### config.mk
export PLATFORM = sky130hd
export DESIGN_NAME = note_player
export DESIGN_NICKNAME = d
export VERILOG_FILES = /design/src/rtl/note_player_pkg.sv /design/src/rtl/note_player.sv
export SDC_FILE = /design/constraint.sdc
export NUM_CORES = 1
export LEC_CHECK = 0
export ABC_AREA = 1
export CAP_MARGIN = 40
export CORE_AREA = 4 4 89 91
export CTS_BUF_LIST = sky130_fd_sc_hd__clkbuf_8
export DETAILED_ROUTE_END_ITERATION = 10
export DIE_AREA = 0 0 93 95
export PLACE_DENSITY = 0.54
export SYNTH_ARGS = -nofsm -noshare
export SYNTH_HDL_FRONTEND = slang
export SYNTH_SLANG_ARGS = --single-unit
export TNS_END_PERCENT = 50
### constraint.sdc
create_clock -name clk -period 2.3 [get_ports clk]
set_input_delay 0.23 -clock clk [delete_from_list [all_inputs] [get_ports clk]]
set_output_delay 0.23 -clock clk [all_outputs]
set_load 0.03 [all_outputs]
### src/rtl/note_player_pkg.sv
// Shared word-format and playback constants for the recorder/player pair.
// The recorder side uses the same note field positions and length limit.
package note_player_pkg;

    localparam int NP_ADDR_W   = 6;
    localparam int NP_DATA_W   = 32;
    localparam int NP_NOTE_W   = 10;
    localparam int NP_NOTE_LSB = 0;
    localparam int NP_NOTE_MSB = NP_NOTE_LSB + NP_NOTE_W - 1;
    localparam int NP_LEN_W    = 7;
    localparam int NP_MAX_LEN  = 64;

    typedef enum logic [2:0] {
        ST_IDLE      = 3'd0,
        ST_READ      = 3'd1,
        ST_CAPTURE   = 3'd2,
        ST_WAIT_BEAT = 3'd3,
        ST_DRAIN     = 3'd4
    } play_state_t;

    function automatic logic [NP_LEN_W-1:0] clamp_len(input logic [NP_LEN_W-1:0] len);
        return (len > NP_LEN_W'(NP_MAX_LEN)) ? NP_LEN_W'(NP_MAX_LEN) : len;
    endfunction

endpackage

### src/rtl/note_player.sv
// Playback engine: prefetches one note word per beat from the note RAM and
// presents it on the beat tick, with single-shot or looped playback.
module note_player
    import note_player_pkg::*;
#(
    parameter int ADDR_W = NP_ADDR_W,
    parameter int DATA_W = NP_DATA_W,
    parameter int NOTE_W = NP_NOTE_W
) (
    input  logic                clk,
    input  logic                resetn,
    input  logic                start,
    input  logic                stop,
    input  logic                loop,
    input  logic                beat_tick,
    input  logic [NP_LEN_W-1:0] rec_length,
    input  logic [DATA_W-1:0]   ram_q,
    output logic [ADDR_W-1:0]   ram_addr,
    output logic [NOTE_W-1:0]   note_out,
    output logic                note_strobe,
    output logic                playing,
    output logic                done
);

    play_state_t         r_state;
    logic [ADDR_W-1:0]   r_index;
    logic [NP_LEN_W-1:0] r_len;
    logic [NOTE_W-1:0]   r_buf;
    logic [ADDR_W-1:0]   r_ram_addr;
    logic [NOTE_W-1:0]   r_note;
    logic                r_strobe;
    logic                r_playing;
    logic                r_done;

    play_state_t         w_next_state;
    logic [ADDR_W-1:0]   w_next_index;
    logic [NP_LEN_W-1:0] w_next_len;
    logic [NP_LEN_W-1:0] w_len_clamped;
    logic                w_last;
    logic                w_load_note;
    logic                w_clr_note;
    logic                w_strobe;
    logic                w_done;
    logic                w_unused_ram_hi;

    assign w_len_clamped   = clamp_len(rec_length);
    assign w_last          = (NP_LEN_W'(r_index) == (r_len - NP_LEN_W'(1)));
    assign w_unused_ram_hi = ^ram_q[DATA_W-1:NOTE_W];

    always_ff @(posedge clk) begin
        if (!resetn) begin
            r_state    <= ST_IDLE;
            r_index    <= '0;
            r_len      <= '0;
            r_ram_addr <= '0;
            r_note     <= '0;
            r_strobe   <= 1'b0;
            r_playing  <= 1'b0;
            r_done     <= 1'b0;
        end else begin
            r_state    <= w_next_state;
            r_index    <= w_next_index;
            r_len      <= w_next_len;
            r_ram_addr <= (w_next_state == ST_IDLE) ? '0 : w_next_index;
            r_strobe   <= w_strobe;
            r_playing  <= (w_next_state != ST_IDLE);
            r_done     <= w_done;
            if (w_load_note)
                r_note <= r_buf;
            else if (w_clr_note)
                r_note <= '0;
        end
    end

    // RAM data for the address presented in READ is valid during CAPTURE
    always_ff @(posedge clk) begin
        if (r_state == ST_CAPTURE)
            r_buf <= ram_q[NOTE_W-1:0];
    end

    always_comb begin
        w_next_state = r_state;
        w_next_index = r_index;
        w_next_len   = r_len;
        w_load_note  = 1'b0;
        w_clr_note   = 1'b0;
        w_strobe     = 1'b0;
        w_done       = 1'b0;
        if (r_state == ST_IDLE) begin
            if (start) begin
                if (w_len_clamped == '0) begin
                    w_done = 1'b1;
                end else begin
                    w_next_len   = w_len_clamped;
                    w_next_index = '0;
                    w_next_state = ST_READ;
                end
            end
        end else if (stop) begin
            w_next_state = ST_IDLE;
            w_clr_note   = 1'b1;
        end else begin
            case (r_state)
                ST_READ:    w_next_state = ST_CAPTURE;
                ST_CAPTURE: w_next_state = ST_WAIT_BEAT;
                ST_WAIT_BEAT: begin
                    if (beat_tick) begin
                        w_load_note = 1'b1;
                        w_strobe    = 1'b1;
                        // Wrap is explicit so a 64-word take never rolls the index over
                        if (w_last) begin
                            if (loop) begin
                                w_next_index = '0;
                                w_next_state = ST_READ;
                            end else begin
                                w_next_state = ST_DRAIN;
                            end
                        end else begin
                            w_next_index = r_index + ADDR_W'(1);
                            w_next_state = ST_READ;
                        end
                    end
                end
                ST_DRAIN: begin
                    if (beat_tick) begin
                        w_clr_note   = 1'b1;
                        w_done       = 1'b1;
                        w_next_state = ST_IDLE;
                    end
                end
                default: w_next_state = ST_IDLE;
            endcase
        end
    end

    assign ram_addr    = r_ram_addr;
    assign note_out    = r_note;
    assign note_strobe = r_strobe;
    assign playing     = r_playing;
    assign done        = r_done;

endmodule

==> flow_summary_export.csv <==
group,metric,value,unit
status,outcome,"complete, no violations",
routing,wire_per_inst,11.8,um
setup_path,crit_type,"reg -> reg",
logic_synthesis,synth_compound_area_share,12.9,%
power,total_power,1650,uW
finish,final_cells,390,
routing,drtAntennaViolNets,0,
finish,antenna_cells,0,
clocking,clkLatencyLatePin,0.30,ns
power,p_leak,0.00107,uW
logic_synthesis,synth_top_family_by_area,"simple AND/OR/NAND/NOR gates",
clocking,cts_tree,"built",
sta,slew-limit-headroom,46.7,%
sta,fin_tns_setup,0,ns
routing,drt_iter0_markers,80,
clocking,htreeDepth,2,
sta,finalCritPeriodShare,88.3,%
sta,rsz0062_at_grt,"false",
grt,grt_first_pass_wirelength,8260,um
placed_design,dp_hpwl,3490,um
placed_design,place_area,0.00264,mm^2
finish,final_cell_mix,"nand2_1, clkdlybuf4s50_1, dfxtp_1",
run,cap_violations,0,
routing,drc,0,
setup_path,end_kind,"flop",
routing,routed_wl,4600,um
sta,min_period,2.03,ns
placed_design,dp_slack,0.273,ns
floorplanning,io_pins,64,
sta,finClkSkew,0.0102,ns
placed_design,portBuffers,41,
logic_synthesis,syn-num-nets,288,
placed_design,dp_cells,382,
finish,design_area,0.00276,mm^2
logic_synthesis,ys_warn_count,0,
floorplanning,core,0.00714,mm^2
grt,grt_max_degree,17,
power,p_per_area,599,mW/mm^2
sta,slew_violations,0,
sta,tightest_slew,0.795,ns
floorplanning,num_rows,31,
logic_synthesis,synth-adder-area-share,1.20,%
grt,grt_antenna_before_repair,0,
floorplanning,fp.dieW,93,um
power,vdd_drop_max,0.344,mV
min_path,hold_class,"reg -> reg",
logic_synthesis,ys_seq_area_share,47.8,%
routing,viasPerCell,4.56,
logic_synthesis,synth_seq_cells,45,
floorplanning,initial_core_util,29.3,%
sta,hold_viol_final,0,
floorplanning,fp.dieH,95,um
logic_synthesis,yosys.area_share.simple,29.0,%
sta,finalSetupViolations,0,
logic_synthesis,syn_inst,241,
clocking,cts_buffers,5,
sta,fmaxAchievable,492,MHz
clocking,clockRootBuffer,"clkbuf_8",
clocking,ctsResizeCount,0,
floorplanning,die-area,0.00884,mm^2
sta,setup_slack,0.268,ns
placed_design,place_congestion,0.739,
clocking,post_cts_buffers,0,
routing,dr.pass1.iters,4,
logic_synthesis,synth_xor_area_share,2.51,%
clocking,cts_buffer_depth,2,
finish,area_growth,31.9,%
finish,nets,337,
setup_path,cp_max_fo,9,
grt,grt_pass1_vias,1839,
setup_path,worstPathArrival,2.22,ns
grt,grt-ovfl-total,0,
logic_synthesis,syn_area,0.00209,mm^2
logic_synthesis,muxShareOfSynthArea,0,%
finish,drive_above_1_share,15.8,%
clocking,cts.reportedPaths.clkPinSlew,0.09,ns
clocking,cts_hold_buf,0,
logic_synthesis,synth.avg_cell_area,8.68,um^2
setup_path,start_kind,"flop",
routing,vias,1777,
logic_synthesis,yosysUniqueCellTypes,31,
clocking,clock_sinks,45,
grt,grt_usage,11.8,%
setup_path,crit_required,2.49,ns
-- cells in the mapped netlist (all sizes together) --
cell type / n / share of area [%]
inv: 33 / 5.9
nor2: 40 / 10
buf: 1 / 0.24
a21oi: 16 / 5.3
o21ai: 3 / 0.72
nand2: 46 / 9.1
dfxtp: 35 / 33
a32o: 10 / 4.8
edfxtp: 10 / 14
xor2: 4 / 1.7
o31ai: 1 / 0.60
clkbuf: 2 / 0.36
a2111oi: 1 / 0.48
nand3: 25 / 7.1
nand4: 3 / 1.6
nor3: 3 / 0.72
ha: 2 / 1.2
xnor2: 2 / 0.84
a22oi: 3 / 1.1
nand3b: 1 / 0.36
-- final cells by class --
class                           count  area, um^2
Fill cell                         759        4380
Clock inverter                      3        47.5
Sequential cell                    45        1000
Tap cell                           99         124
Clock buffer                        5        68.8
Timing Repair Buffer               45         440
Multi-Input combinational cell    160         955
Inverter                           33         124
-- power by group --
part	internal, uW	switching, uW	total (uW)
logic	84.9	115	200
clock network	332	286	618
registers	823	11.6	835
total	1240	413	1650
-- cells by family (layout without fill, tap and decap cells) --
kind of cell	after synthesis	after routing
compound gates	34	34
fa+ha+maj	2	2
xor+xnor	6	6
simple gates	118	118
flops	45	45
buf+inv	36	86
-- critical path, stage by stage (launching register included) --
cell     delay (ns)
dfxtp_1        0.38
inv_1          0.10
ha_1           0.31
xnor2_1        0.13
nor2_1         0.17
nand4_4        0.15
nor2_8         0.21
nand3_2        0.09
nand2_2        0.09
a21oi_4        0.08
nor2_8         0.18
nor2_2         0.04
-- final timing paths --
check / from / end / slack, ns / depth (start not counted)
max: r_len[0] / ram_addr[0] / 0.27 / 11
min: r_buf[3] / note_out[3] / 0.46 / 1
max reg2reg: r_len[0] / ram_addr[0] / 0.27 / 11
min reg2reg: r_buf[3] / note_out[3] / 0.46 / 1
-- registers in the layout, indices dropped and copies added (netlist names) --
| register | cells |
|---|---|
| r_buf | 10 |
| note_strobe | 1 |
| ram_addr | 6 |
| r_len | 7 |
| done | 1 |
| note_out | 10 |
| r_state | 3 |
| playing | 1 |
| r_index | 6 |
-- stage by stage --
step | hold WS [ns] | util [%]
6_report | 0.461 | 38.7
5_1_grt | 0.455 | 38.7
4_1_cts | 0.467 | 38.7
3_5_place_dp | 0.445 | 37.0
3_3_place_gp | 0.435 | 37.0
2_1_floorplan | 0.329 | -
-- per-layer routing --
metal	track usage, %	part of all wire (%)	wire length, um
met1	13.0	42	1920
met2	21.8	53	2430
met3	2.63	3.2	148
met4	5.01	2.2	102
met5	0	0	0
(Power assumes the default switching activity.)
